**config.mk**
```make
export PLATFORM = sky130hd
export DESIGN_NAME = vend_credit_fsm
export DESIGN_NICKNAME = d
export VERILOG_FILES = /design/src/rtl/vend_credit_fsm_pkg.sv /design/src/rtl/vend_credit_fsm_coin_value_lut.sv /design/src/rtl/vend_credit_fsm.sv
export SDC_FILE = /design/constraint.sdc
export NUM_CORES = 1
export LEC_CHECK = 0
export BUFFER_PORTS_ARGS = -buffer_cell sky130_fd_sc_hd__buf_2
export CAP_MARGIN = 20
export CORE_ASPECT_RATIO = 1.2
export CORE_UTILIZATION = 40
export CTS_CLUSTER_SIZE = 28
export DETAILED_ROUTE_END_ITERATION = 8
export HOLD_SLACK_MARGIN = 0.12
export SLEW_MARGIN = 20
export SYNTH_ARGS = -nofsm -noshare
export SYNTH_HDL_FRONTEND = slang
export SYNTH_SLANG_ARGS = --single-unit
```
**constraint.sdc**
```tcl
create_clock -name CLK -period 3.3 [get_ports CLK]
set_input_delay 0.66 -clock CLK [delete_from_list [all_inputs] [get_ports CLK]]
set_output_delay 0.66 -clock CLK [all_outputs]
set_load 0.02 [all_outputs]
```
**src/rtl/vend_credit_fsm_pkg.sv**
```systemverilog
// Shared definitions for the vending credit controller: state encodings,
// default coin codes/values and the default credit ceiling.
package vend_credit_fsm_pkg;

    typedef enum logic [1:0] {
        ST_IDLE   = 2'd0,
        ST_HOLD   = 2'd1,
        ST_REFUND = 2'd2
    } state_t;

    localparam int COIN_NICKEL  = 0;
    localparam int COIN_DIME    = 1;
    localparam int COIN_QUARTER = 2;
    localparam int COIN_DOLLAR  = 3;

    localparam int VAL_NICKEL  = 5;
    localparam int VAL_DIME    = 10;
    localparam int VAL_QUARTER = 25;
    localparam int VAL_DOLLAR  = 100;

    localparam int DEF_MAX_CREDIT = 200;

endpackage

```
**src/rtl/vend_credit_fsm_coin_value_lut.sv**
```systemverilog
// Combinational coin-code to value table; codes beyond the four defined
// coin types map to zero, which the controller treats as a reject.
module coin_value_lut
    import vend_credit_fsm_pkg::*;
#(
    parameter int WIDTH = 8,
    parameter int SEL_W = 2,
    parameter int COIN0 = VAL_NICKEL,
    parameter int COIN1 = VAL_DIME,
    parameter int COIN2 = VAL_QUARTER,
    parameter int COIN3 = VAL_DOLLAR
) (
    input  logic [SEL_W-1:0] sel,
    output logic [WIDTH-1:0] value
);

    logic [31:0] code;

    // Widen before comparing so narrow SEL_W never aliases onto a defined code.
    assign code = 32'(sel);

    always_comb begin
        value = '0;
        case (code)
            32'(COIN_NICKEL):  value = WIDTH'(COIN0);
            32'(COIN_DIME):    value = WIDTH'(COIN1);
            32'(COIN_QUARTER): value = WIDTH'(COIN2);
            32'(COIN_DOLLAR):  value = WIDTH'(COIN3);
            default:           value = '0;
        endcase
    end

endmodule

```
**src/rtl/vend_credit_fsm.sv**
```systemverilog
// Coin-credit controller: accumulates coin value, services vend requests
// against a price and returns change/refunds through a valid/ack handshake.
module vend_credit_fsm
    import vend_credit_fsm_pkg::*;
#(
    parameter int WIDTH      = 8,
    parameter int SEL_W      = 2,
    parameter int COIN0      = VAL_NICKEL,
    parameter int COIN1      = VAL_DIME,
    parameter int COIN2      = VAL_QUARTER,
    parameter int COIN3      = VAL_DOLLAR,
    parameter int MAX_CREDIT = DEF_MAX_CREDIT
) (
    input  logic             CLK,
    input  logic             RST_N,
    input  logic             COIN_VALID,
    input  logic [SEL_W-1:0] COIN_SEL,
    output logic             COIN_ACK,
    output logic             COIN_REJ,
    input  logic [WIDTH-1:0] PRICE,
    input  logic             VEND_REQ,
    output logic             VEND_OK,
    output logic             VEND_DENY,
    input  logic             CANCEL,
    output logic             CHANGE_VALID,
    output logic [WIDTH-1:0] CHANGE,
    input  logic             CHANGE_ACK,
    output logic [WIDTH-1:0] CREDIT,
    output logic             BUSY
);

    state_t           state_q, state_d;
    logic [WIDTH-1:0] credit_q, credit_d;
    logic [WIDTH-1:0] change_q, change_d;
    logic             change_valid_q, change_valid_d;
    logic             coin_ack_q, coin_ack_d;
    logic             coin_rej_q, coin_rej_d;
    logic             vend_ok_q, vend_ok_d;
    logic             vend_deny_q, vend_deny_d;
    logic             busy_q, busy_d;

    logic [WIDTH-1:0] coin_val;
    logic [WIDTH:0]   coin_sum;
    logic             coin_fits;
    logic [WIDTH-1:0] vend_rem;

    coin_value_lut #(
        .WIDTH (WIDTH),
        .SEL_W (SEL_W),
        .COIN0 (COIN0),
        .COIN1 (COIN1),
        .COIN2 (COIN2),
        .COIN3 (COIN3)
    ) u_lut (
        .sel   (COIN_SEL),
        .value (coin_val)
    );

    // One spare bit so an overflowing sum is caught rather than wrapped.
    assign coin_sum  = {1'b0, credit_q} + {1'b0, coin_val};
    assign coin_fits = (coin_val != '0) && (coin_sum <= (WIDTH+1)'(MAX_CREDIT));
    assign vend_rem  = credit_q - PRICE;

    always_comb begin
        state_d        = state_q;
        credit_d       = credit_q;
        change_d       = change_q;
        change_valid_d = change_valid_q;
        coin_ack_d     = 1'b0;
        coin_rej_d     = 1'b0;
        vend_ok_d      = 1'b0;
        vend_deny_d    = 1'b0;

        if (state_q == ST_REFUND) begin
            coin_rej_d  = COIN_VALID;
            vend_deny_d = VEND_REQ;
            if (CHANGE_ACK) begin
                change_valid_d = 1'b0;
                change_d       = '0;
                state_d        = ST_IDLE;
            end
        end else if (CANCEL && state_q == ST_HOLD) begin
            coin_rej_d     = COIN_VALID;
            change_d       = credit_q;
            change_valid_d = 1'b1;
            credit_d       = '0;
            state_d        = ST_REFUND;
        end else if (VEND_REQ) begin
            // A coin arriving with a cancel or vend is always bounced.
            coin_rej_d = COIN_VALID;
            if (credit_q >= PRICE) begin
                vend_ok_d = 1'b1;
                credit_d  = '0;
                if (vend_rem != '0) begin
                    change_d       = vend_rem;
                    change_valid_d = 1'b1;
                    state_d        = ST_REFUND;
                end else begin
                    state_d = ST_IDLE;
                end
            end else begin
                vend_deny_d = 1'b1;
            end
        end else if (COIN_VALID) begin
            if (CANCEL || !coin_fits) begin
                coin_rej_d = 1'b1;
            end else begin
                coin_ack_d = 1'b1;
                credit_d   = coin_sum[WIDTH-1:0];
                state_d    = ST_HOLD;
            end
        end

        busy_d = (state_d == ST_REFUND);
    end

    always_ff @(posedge CLK or negedge RST_N) begin
        if (!RST_N) begin
            state_q        <= ST_IDLE;
            credit_q       <= '0;
            change_q       <= '0;
            change_valid_q <= 1'b0;
            coin_ack_q     <= 1'b0;
            coin_rej_q     <= 1'b0;
            vend_ok_q      <= 1'b0;
            vend_deny_q    <= 1'b0;
            busy_q         <= 1'b0;
        end else begin
            state_q        <= state_d;
            credit_q       <= credit_d;
            change_q       <= change_d;
            change_valid_q <= change_valid_d;
            coin_ack_q     <= coin_ack_d;
            coin_rej_q     <= coin_rej_d;
            vend_ok_q      <= vend_ok_d;
            vend_deny_q    <= vend_deny_d;
            busy_q         <= busy_d;
        end
    end

    assign COIN_ACK     = coin_ack_q;
    assign COIN_REJ     = coin_rej_q;
    assign VEND_OK      = vend_ok_q;
    assign VEND_DENY    = vend_deny_q;
    assign CHANGE_VALID = change_valid_q;
    assign CHANGE       = change_q;
    assign CREDIT       = credit_q;
    assign BUSY         = busy_q;

endmodule
```
==> reports/summary.txt, run 1 <==
outcome: finished clean
first-pass GRT wire length: 7.37 mm
GP Congestion: 0.770
max-cap viol count: 0
crit path capture type: register
multi-input logic area: 1220 um^2
Root Driver: clkbuf_8
Post-Synthesis Cells: 214
synthesized area: 1960 um^2
PwrDens: 858 nW/um^2
top cells by area, synth: dfrtp_1 (31%), ha_1 (11%), o2bb2ai_1 (5.8%)
Peak Freq: 335 MHz
Clock Sinks: 24
WHS: 356 ps
DR iter-0 viols: 53
Slowest cell on crit path: dfrtp_1
Syn Area/Cell: 9.14 um^2
Ports: 38
measured slew at the worst slew-check pin: 551 ps
setup TNS: 0 ps
vias in the first global route: 1622
die width: 65.9 um
starting density of the core: 42.3%
cts bufs inserted: 3
layout overhead on the synthesized area: 15.0%
Fin Clk Skew: 5.16 ps
sequential share of the synthesized area: 30.7%
P_leak: 1.15 nW
core area: 4630 um^2
cts repair resizes: 0
Critical Path AT: 3180 ps
final WL: 4.25 mm
fillers: 489
number of I/O port buffers: 37
most common cell after layout, fill and taps aside: buf_2
Synth top area share: 30.7%
Max VDD drop: 287 uV
CP peak stage delay: 440 ps
hold buffers post-CTS: 0
EDFF count, synth: 0
Post-CTS Setup Bufs: 0
clk_lat worst skew: 270 ps
worst min-delay path class: in2async
Max transition margin: 63.2%
syn_nets: 249
cells along the critical path: inv_1, ha_1, inv_1, fa_1, a211o_2, a211oi_1, o221ai_1, a21oi_1, a21oi_1, a22oi_1, buf_4, o2bb2ai_1
crit path time final: 2980 ps
most frequent cells in the layout: buf_2 (37), dfrtp_1 (24), inv_1 (24)
register area: 601 um^2
DR pass1 iterations: 4
crit start category: register
Distinct cells, synth: 53
Final Hold Viols: 0
Yosys warning total: 0
nets@finish: 292
crit-path max FO: 8
FP Rows: 27
Clock transition at path regs: 80 ps
drt wl/cell: 13.6 um
CTS H-Tree Depth: 1
asr flop ratio synth: 100%
initial antenna violation count: 0
Die H: 78.6 um
RSZ-0062 raised after global routing: false
DRC: 0
largest net degree at the start of global routing: 25
TritonCTS clock tree: yes
synthesis-stage register bit count: 24
ANT nets after route: 0
WP data required: 3490 ps
HPWL Detailed: 3.40 mm
total gr overflow: 0
Setup Viol. Count Final: 0
share of layout cells above drive strength 1: 22.4%
die area: 5180 um^2
DR vias/cell: 5.34
max-slew violation total from the final report: 0
ANT cells: 0
clk buf depth: 2
Via Count: 1671
total power: 0.00193 W
post-synth top area cell: dfrtp_1
Crit Path Category: reg2reg
gr usage total: 18.2%
final critical-path share of the clock period: 90.4%
Primary FF master, synth: dfrtp_1
critical path, delay by kind of cell (launching register included):
family	cells	cell delay, ps
buffers and inverters	3	310
adders and majority gates	2	570
AOI/OAI and AO/OA	7	1590
DFF	1	440
layer usage:
| metal | share of wire (%) | global-route usage [%] | routed length, um |
|---|---|---|---|
| met1 | 45 | 23.8 | 1920 |
| met2 | 51 | 31.4 | 2160 |
| met3 | 2.8 | 1.31 | 117 |
| met4 | 1.2 | 5.22 | 52 |
| met5 | 0 | 0 | 0 |
registers in the layout, summed over array words and instances, names as in the netlist:
register	count
state_q	2
COIN_ACK	1
CHANGE	8
BUSY	1
VEND_OK	1
VEND_DENY	1
CREDIT	8
CHANGE_VALID	1
COIN_REJ	1
cell families after synthesis:
logic type | Yosys count | share of synthesized area (%)
multiplexers | 4 | 2.05
adder cells (fa/ha/maj) | 19 | 12.9
XOR/XNOR | 8 | 3.58
AND/OR/NAND/NOR | 58 | 16.0
AO/OA/AOI/OAI | 73 | 27.9
buffers and inverters | 28 | 6.78
flip-flops | 24 | 30.7
synthesized netlist by cell type (5+ instances only):
library cell,instances
dfrtp_1,24
inv_1,24
nor2_1,19
ha_1,17
o2bb2ai_1,13
a21oi_1,12
nand2_1,12
o21ai_0,10
xnor2_1,5
through the flow:
step,cells,utilization [%],worst slack (ps),cell area [um^2]
after floorplan,214,-,241,1960
after global placement,310,47.7,129,2210
after detailed placement,310,47.7,105,2210
after CTS,313,48.6,323,2250
after global routing,313,48.6,67.2,2250
final,313,48.6,317,2250
layout make-up:
class                           count  area share (%)
Tap cell                           58            3.22
Clock buffer                        3            1.83
Timing Repair Buffer               42            9.89
Multi-Input combinational cell    162            54.4
Sequential cell                    24            26.7
Inverter                           24            4.00
path summary, 6_finish.rpt:
kind                                       start                    end  slack [ps]  depth (start not counted)
min in group CLK           CHANGE[4]$_DFFE_PN0P_  CHANGE[4]$_DFFE_PN0P_         480                          1
hold reg to reg            CHANGE[4]$_DFFE_PN0P_  CHANGE[4]$_DFFE_PN0P_         480                          1
setup / recovery           CREDIT[0]$_DFFE_PN0P_  CREDIT[4]$_DFFE_PN0P_         320                         12
hold / removal                             RST_N         BUSY$_DFF_PN0_         360                          1
setup reg to reg           CREDIT[0]$_DFFE_PN0P_  CREDIT[4]$_DFFE_PN0P_         320                         12
max in group asynchronous                  RST_N  CREDIT[0]$_DFFE_PN0P_        2590                          1
power by group:
group	switching, W	leakage (nW)	internal (W)
clock	0.0000912	0.0216	0.0000817
combinational	0.000714	0.823	0.000518
sequential	0.000116	0.310	0.000411
(Power assumes the default switching activity.)
==> run 2: changes to the inputs <==
- PLACE_DENSITY: unset -> 0.67
- REMOVE_ABC_BUFFERS: unset -> 1
==> run 2 against run 1 <==
Effect of this change: clock power rose by 14%; hold slack improved by 2.9 ps; cell count up 0.32%; wire length rose by 4.3%; highest routed layer unchanged.
==> reports/summary.txt, run 2 (synthesis gave the netlist of run 1 again) <==
worst min-delay path class: in2async (unchanged)
clk_lat worst skew: 260 ps (was 270 ps)
Sw Share: 47.8% (was 47.7%)
cts bufs inserted: 3 (unchanged)
max-cap viol count: 0 (unchanged)
die width: 65.9 um (unchanged)
Internal Power: 0.00104 W (was 0.00101 W)
Final Hold Viols: 0 (unchanged)
starting density of the core: 42.3% (unchanged)
Ports: 38 (unchanged)
outcome: finished clean (unchanged)
Logic pwr share: 62.8% (was 63.8%)
final WL: 4.43 mm (was 4.25 mm)
GP Congestion: 0.857 (was 0.770)
Max transition margin: 62.2% (was 63.2%)
gr usage total: 18.6% (was 18.2%)
share of layout cells above drive strength 1: 22.7% (was 22.4%)
Root Driver: clkbuf_8 (unchanged)
Critical Path AT: 3150 ps (was 3180 ps)
FP Rows: 27 (unchanged)
hold buffers post-CTS: 0 (unchanged)
DR iter-0 viols: 66 (was 53)
Post-CTS Setup Bufs: 0 (unchanged)
final instance area: 2260 um^2 (was 2250 um^2)
clk buf depth: 2 (unchanged)
HPWL Detailed: 3.60 mm (was 3.40 mm)
drt wl/cell: 14.1 um (was 13.6 um)
layout overhead on the synthesized area: 15.7% (was 15.0%)
Setup Viol. Count Final: 0 (unchanged)
number of I/O port buffers: 37 (unchanged)
die area: 5180 um^2 (unchanged)
RSZ-0062 raised after global routing: false (unchanged)
Max VDD drop: 310 uV (was 287 uV)
CTS H-Tree Depth: 1 (unchanged)
ANT cells: 0 (unchanged)
nets@finish: 292 (unchanged)
PwrDens: 878 nW/um^2 (was 858 nW/um^2)
first-pass GRT wire length: 7.47 mm (was 7.37 mm)
WP data required: 3490 ps (about the same)
Clock transition at path regs: 80 ps (about the same)
net switching power: 0.000951 W (was 0.000921 W)
setup TNS: 0 ps (unchanged)
initial antenna violation count: 0 (unchanged)
most common cell after layout, fill and taps aside: buf_2 (unchanged)
Crit Path Category: reg2reg (unchanged)
Clock Sinks: 24 (unchanged)
vias in the first global route: 1654 (was 1622)
clock network fraction of total power: 9.9% (was 9.0%)
core area: 4630 um^2 (unchanged)
crit path capture type: register (unchanged)
DR vias/cell: 5.55 (was 5.34)
total power: 0.00199 W (was 0.00193 W)
measured slew at the worst slew-check pin: 560 ps (was 551 ps)
Die H: 78.6 um (unchanged)
largest net degree at the start of global routing: 25 (unchanged)
crit path time final: 2970 ps (was 2980 ps)
crit start category: register (unchanged)
Final Util: 48.9% (was 48.6%)
cts repair resizes: 0 (unchanged)
final critical-path share of the clock period: 89.9% (was 90.4%)
most frequent cells in the layout: buf_2 (37), dfrtp_1 (24), inv_1 (24) (unchanged)
total gr overflow: 0 (unchanged)
Post-Layout Cell Count: 314 (was 313)
Via Count: 1743 (was 1671)
P_leak: 1.16 nW (was 1.15 nW)
DRC: 0 (unchanged)
DR pass1 iterations: 4 (unchanged)
Fin Clk Skew: 2.91 ps (was 5.16 ps)
Inst Count DP: 310 (unchanged)
max-slew violation total from the final report: 0 (unchanged)
crit-path max FO: 8 (unchanged)
post-placement cell area: 2210 um^2 (unchanged)
TritonCTS clock tree: yes (unchanged)
ANT nets after route: 0 (unchanged)
Sequential Power Share: 27.2% (was 27.3%)
Peak Freq: 337 MHz (was 335 MHz)
==> run 2: cell type report <==
cell class                      instances  area [um^2]
Sequential cell                        24          601
Inverter                               24         90.1
Multi-Input combinational cell        162         1220
Clock buffer                            4         55.1
Fill cell                             443         2360
Timing Repair Buffer                   42          223
Tap cell                               58         72.6
==> run 2: metal layers <==
metal | global-route usage (%) | part of all wire, %
met3 | 1.45 | 3.0
met1 | 23.9 | 45
met2 | 31.6 | 50
met4 | 7.17 | 1.9
met5 | 0 | 0
==> run 2: final timing paths <==
check	from	end	slack, ps	cells after the start
max	CREDIT[0]$_DFFE_PN0P_	CHANGE[6]$_DFFE_PN0P_	330	11
min	RST_N	CHANGE[3]$_DFFE_PN0P_	360	1
max reg2reg	CREDIT[0]$_DFFE_PN0P_	CHANGE[6]$_DFFE_PN0P_	330	11
min reg2reg	CHANGE[3]$_DFFE_PN0P_	CHANGE[3]$_DFFE_PN0P_	490	1
max in group asynchronous	RST_N	state_q[0]$_DFF_PN0_	2590	1
min in group CLK	CHANGE[3]$_DFFE_PN0P_	CHANGE[3]$_DFFE_PN0P_	490	1
==> run 2: power by group through the flow <==
| stage | clock, W | combinational (W) | sequential (W) |
|---|---|---|---|
| CTS | 0.000202 | 0.00125 | 0.000542 |
| global route | 0.000212 | 0.00138 | 0.000561 |
| global placement | 0 | 0.00122 | 0.000543 |
| finish | 0.000197 | 0.00125 | 0.000541 |
| floorplan | 0 | 0.000806 | 0.000636 |
| detailed placement | 0 | 0.00124 | 0.000546 |
==> run 2: metrics by stage <==
stage / worst slack (ps) / hold WS (ps)
2_1_floorplan: 241 / 364
3_3_place_gp: 102 / 472
3_5_place_dp: 90.3 / 468
4_1_cts: 332 / 385
5_1_grt: 107 / 408
6_report: 335 / 359
==> run 2: worst max-delay path: stages (launching register included) <==
cell and delay (ps):
dfrtp_1 450, inv_1 80, ha_1 150, inv_1 50
fa_1 420, a21o_1 200, a211oi_1 230, a21oi_1 100
a2111o_1 300, or4_4 590, o211ai_4 160, o2bb2ai_1 160
==> run 3: changes to the inputs <==
- BUFFER_PORTS_ARGS: -buffer_cell sky130_fd_sc_hd__buf_2 -> -buffer_cell sky130_fd_sc_hd__buf_4
==> run 3 against run 2 <==
Effect of this change: die area stayed put; clock power hardly changed; maximum frequency is 1.6% lower; wire length is 3.4% lower; final area is 4.4% higher; cell count is 0.32% higher; combinational power is 4% higher; sequential power hardly changed; sequential share of layout area is 1.1 points lower; clock-buffer cell count stayed put; critical path type unchanged; critical endpoint is now CREDIT[1]$_DFFE_PN0P_; largest power group unchanged.
==> reports/summary.txt, run 3 (synthesis gave the netlist of run 1 again) <==
ANT nets after route: 0 (unchanged)
WP data required: 3480 ps (was 3490 ps)
most common cell after layout, fill and taps aside: buf_4 (was buf_2)
Clock transition at path regs: 80 ps (about the same)
number of I/O port buffers: 37 (unchanged)
Ports: 38 (unchanged)
net switching power: 0.000939 W (was 0.000951 W)
Logic pwr share: 63.9% (was 62.8%)
PwrDens: 861 nW/um^2 (was 878 nW/um^2)
Die H: 78.6 um (unchanged)
CP peak stage delay: 450 ps (was 590 ps)
layout overhead on the synthesized area: 20.8% (was 15.7%)
cts bufs inserted: 3 (unchanged)
HPWL Detailed: 3.48 mm (was 3.60 mm)
die width: 65.9 um (unchanged)
TritonCTS clock tree: yes (unchanged)
setup TNS: 0 ps (unchanged)
share of layout cells above drive strength 1: 23.0% (was 22.7%)
Root Driver: clkbuf_8 (unchanged)
gr usage total: 18.2% (was 18.6%)
clk_lat worst skew: 260 ps (about the same)
starting density of the core: 42.3% (unchanged)
drt wl/cell: 13.6 um (was 14.1 um)
worst min-delay path class: in2async (unchanged)
Internal Power: 0.00110 W (was 0.00104 W)
Fin Clk Skew: 5.60 ps (was 2.91 ps)
most frequent cells in the layout: buf_4 (43), dfrtp_1 (24), inv_1 (24) (was buf_2 (37), dfrtp_1 (24), inv_1 (24))
R2R depth: 12 (was 11)
DRC: 0 (unchanged)
ANT cells: 0 (unchanged)
Crit Path Category: reg2reg (unchanged)
Max VDD drop: 325 uV (was 310 uV)
vias in the first global route: 1617 (was 1654)
cts repair resizes: 0 (unchanged)
outcome: finished clean (unchanged)
Crit path max-delay family: compound AO/OA/AOI/OAI gates (unchanged)
Max transition margin: 62.5% (was 62.2%)
FP Rows: 27 (unchanged)
crit path time final: 3010 ps (was 2970 ps)
Worst path most repeated cell: inv_1 (unchanged)
initial antenna violation count: 0 (unchanged)
WP depth: 12 (was 11)
measured slew at the worst slew-check pin: 555 ps (was 560 ps)
GP Congestion: 0.880 (was 0.857)
CP Buf/Inv Count: 3 (was 2)
Critical Path AT: 3200 ps (was 3150 ps)
Final Hold Viols: 0 (unchanged)
Post-Layout Cell Count: 315 (was 314)
Inst Count DP: 311 (was 310)
CTS H-Tree Depth: 1 (unchanged)
P_leak: 1.19 nW (was 1.16 nW)
RSZ-0062 raised after global routing: false (unchanged)
core area: 4630 um^2 (unchanged)
nets@finish: 293 (was 292)
clk buf depth: 2 (unchanged)
Clock Sinks: 24 (unchanged)
crit path capture type: register (unchanged)
Setup Viol. Count Final: 0 (unchanged)
largest net degree at the start of global routing: 25 (unchanged)
crit-path max FO: 8 (unchanged)
Slowest cell on crit path: dfrtp_1 (was or4_4)
hold buffers post-CTS: 0 (unchanged)
Sw Share: 46.1% (was 47.8%)
DR pass1 iterations: 4 (unchanged)
Post-CTS Setup Bufs: 0 (unchanged)
clock network fraction of total power: 9.5% (was 9.9%)
die area: 5180 um^2 (unchanged)
max-cap viol count: 0 (unchanged)
crit start category: register (unchanged)
Via Count: 1746 (was 1743)
Sequential Power Share: 26.6% (was 27.2%)
post-placement cell area: 2310 um^2 (was 2210 um^2)
Peak Freq: 332 MHz (was 337 MHz)
first-pass GRT wire length: 7.43 mm (was 7.47 mm)
final instance area: 2360 um^2 (was 2260 um^2)
final critical-path share of the clock period: 91.3% (was 89.9%)
total gr overflow: 0 (unchanged)
max-slew violation total from the final report: 0 (unchanged)
DR vias/cell: 5.54 (was 5.55)
cells along the critical path: inv_1, ha_1, inv_1, fa_1, a211o_2, a211oi_1, o221ai_1, a21oi_1, a2111oi_0, a22oi_1, buf_4, o2bb2ai_1 (was inv_1, ha_1, inv_1, fa_1, a21o_1, a211oi_1, a21oi_1, a2111o_1, or4_4, o211ai_4, o2bb2ai_1)
DR iter-0 viols: 102 (was 66)
WHS: 280 ps (was 359 ps)
final WL: 4.28 mm (was 4.43 mm)
==> run 3: changes by cell type in the layout (fill, tap and decap cells not counted), sizes merged <==
cell,delta
buf,+1
==> run 3: final timing paths <==
path	to	slack [ps]	from
max in group asynchronous	CREDIT[0]$_DFFE_PN0P_	2790	RST_N
setup reg to reg	CREDIT[1]$_DFFE_PN0P_	290	CREDIT[0]$_DFFE_PN0P_
hold reg to reg	CHANGE[7]$_DFFE_PN0P_	490	CHANGE[7]$_DFFE_PN0P_
setup / recovery	CREDIT[1]$_DFFE_PN0P_	290	CREDIT[0]$_DFFE_PN0P_
hold / removal	CHANGE[7]$_DFFE_PN0P_	280	RST_N
min in group CLK	CHANGE[7]$_DFFE_PN0P_	490	CHANGE[7]$_DFFE_PN0P_
==> run 3: final cells by class <==
type                    count  area (um^2)
clock buffers               4         55.1
fillers                   451         2260
inverters                  24         90.1
multi-input cells         162         1220
flip-flops and latches     24          601
well taps                  58         72.6
repair buffers             43          323
==> run 3: power by group through the flow <==
| stage | Sequential, W | Clock, W | Combinational, W |
|---|---|---|---|
| final | 0.000541 | 0.000194 | 0.00130 |
| after global routing | 0.000561 | 0.000214 | 0.00144 |
| after CTS | 0.000543 | 0.000196 | 0.00130 |
| after detailed placement | 0.000546 | 0 | 0.00129 |
| after global placement | 0.000549 | 0 | 0.00129 |
| after floorplan | 0.000636 | 0 | 0.000806 |
==> run 3: metrics by stage <==
step | setup slack (ps) | power (W) | util [%]
floorplan | 241 | 0.00144 | -
global placement | 118 | 0.00184 | 49.9
CTS | 273 | 0.00204 | 51.1
global route | 89.3 | 0.00221 | 51.1
detailed placement | 50.7 | 0.00184 | 49.9
finish | 287 | 0.00204 | 51.1
==> run 3: worst register-to-register path: cells and delay by family, from the launching register on <==
family | cells | cell delay [ps]
buf+inv | 3 | 320
fa+ha+maj | 2 | 580
flops | 1 | 450
compound gates | 7 | 1580
==> run 3: routing by layer <==
layer	up-vias	global-route usage, %	share of wire (%)
li1	871	-	-
met1	807	24.7	47
met2	58	30.5	48
met3	10	1.31	3.5
met4	0	4.78	1.7
met5	-	0	0
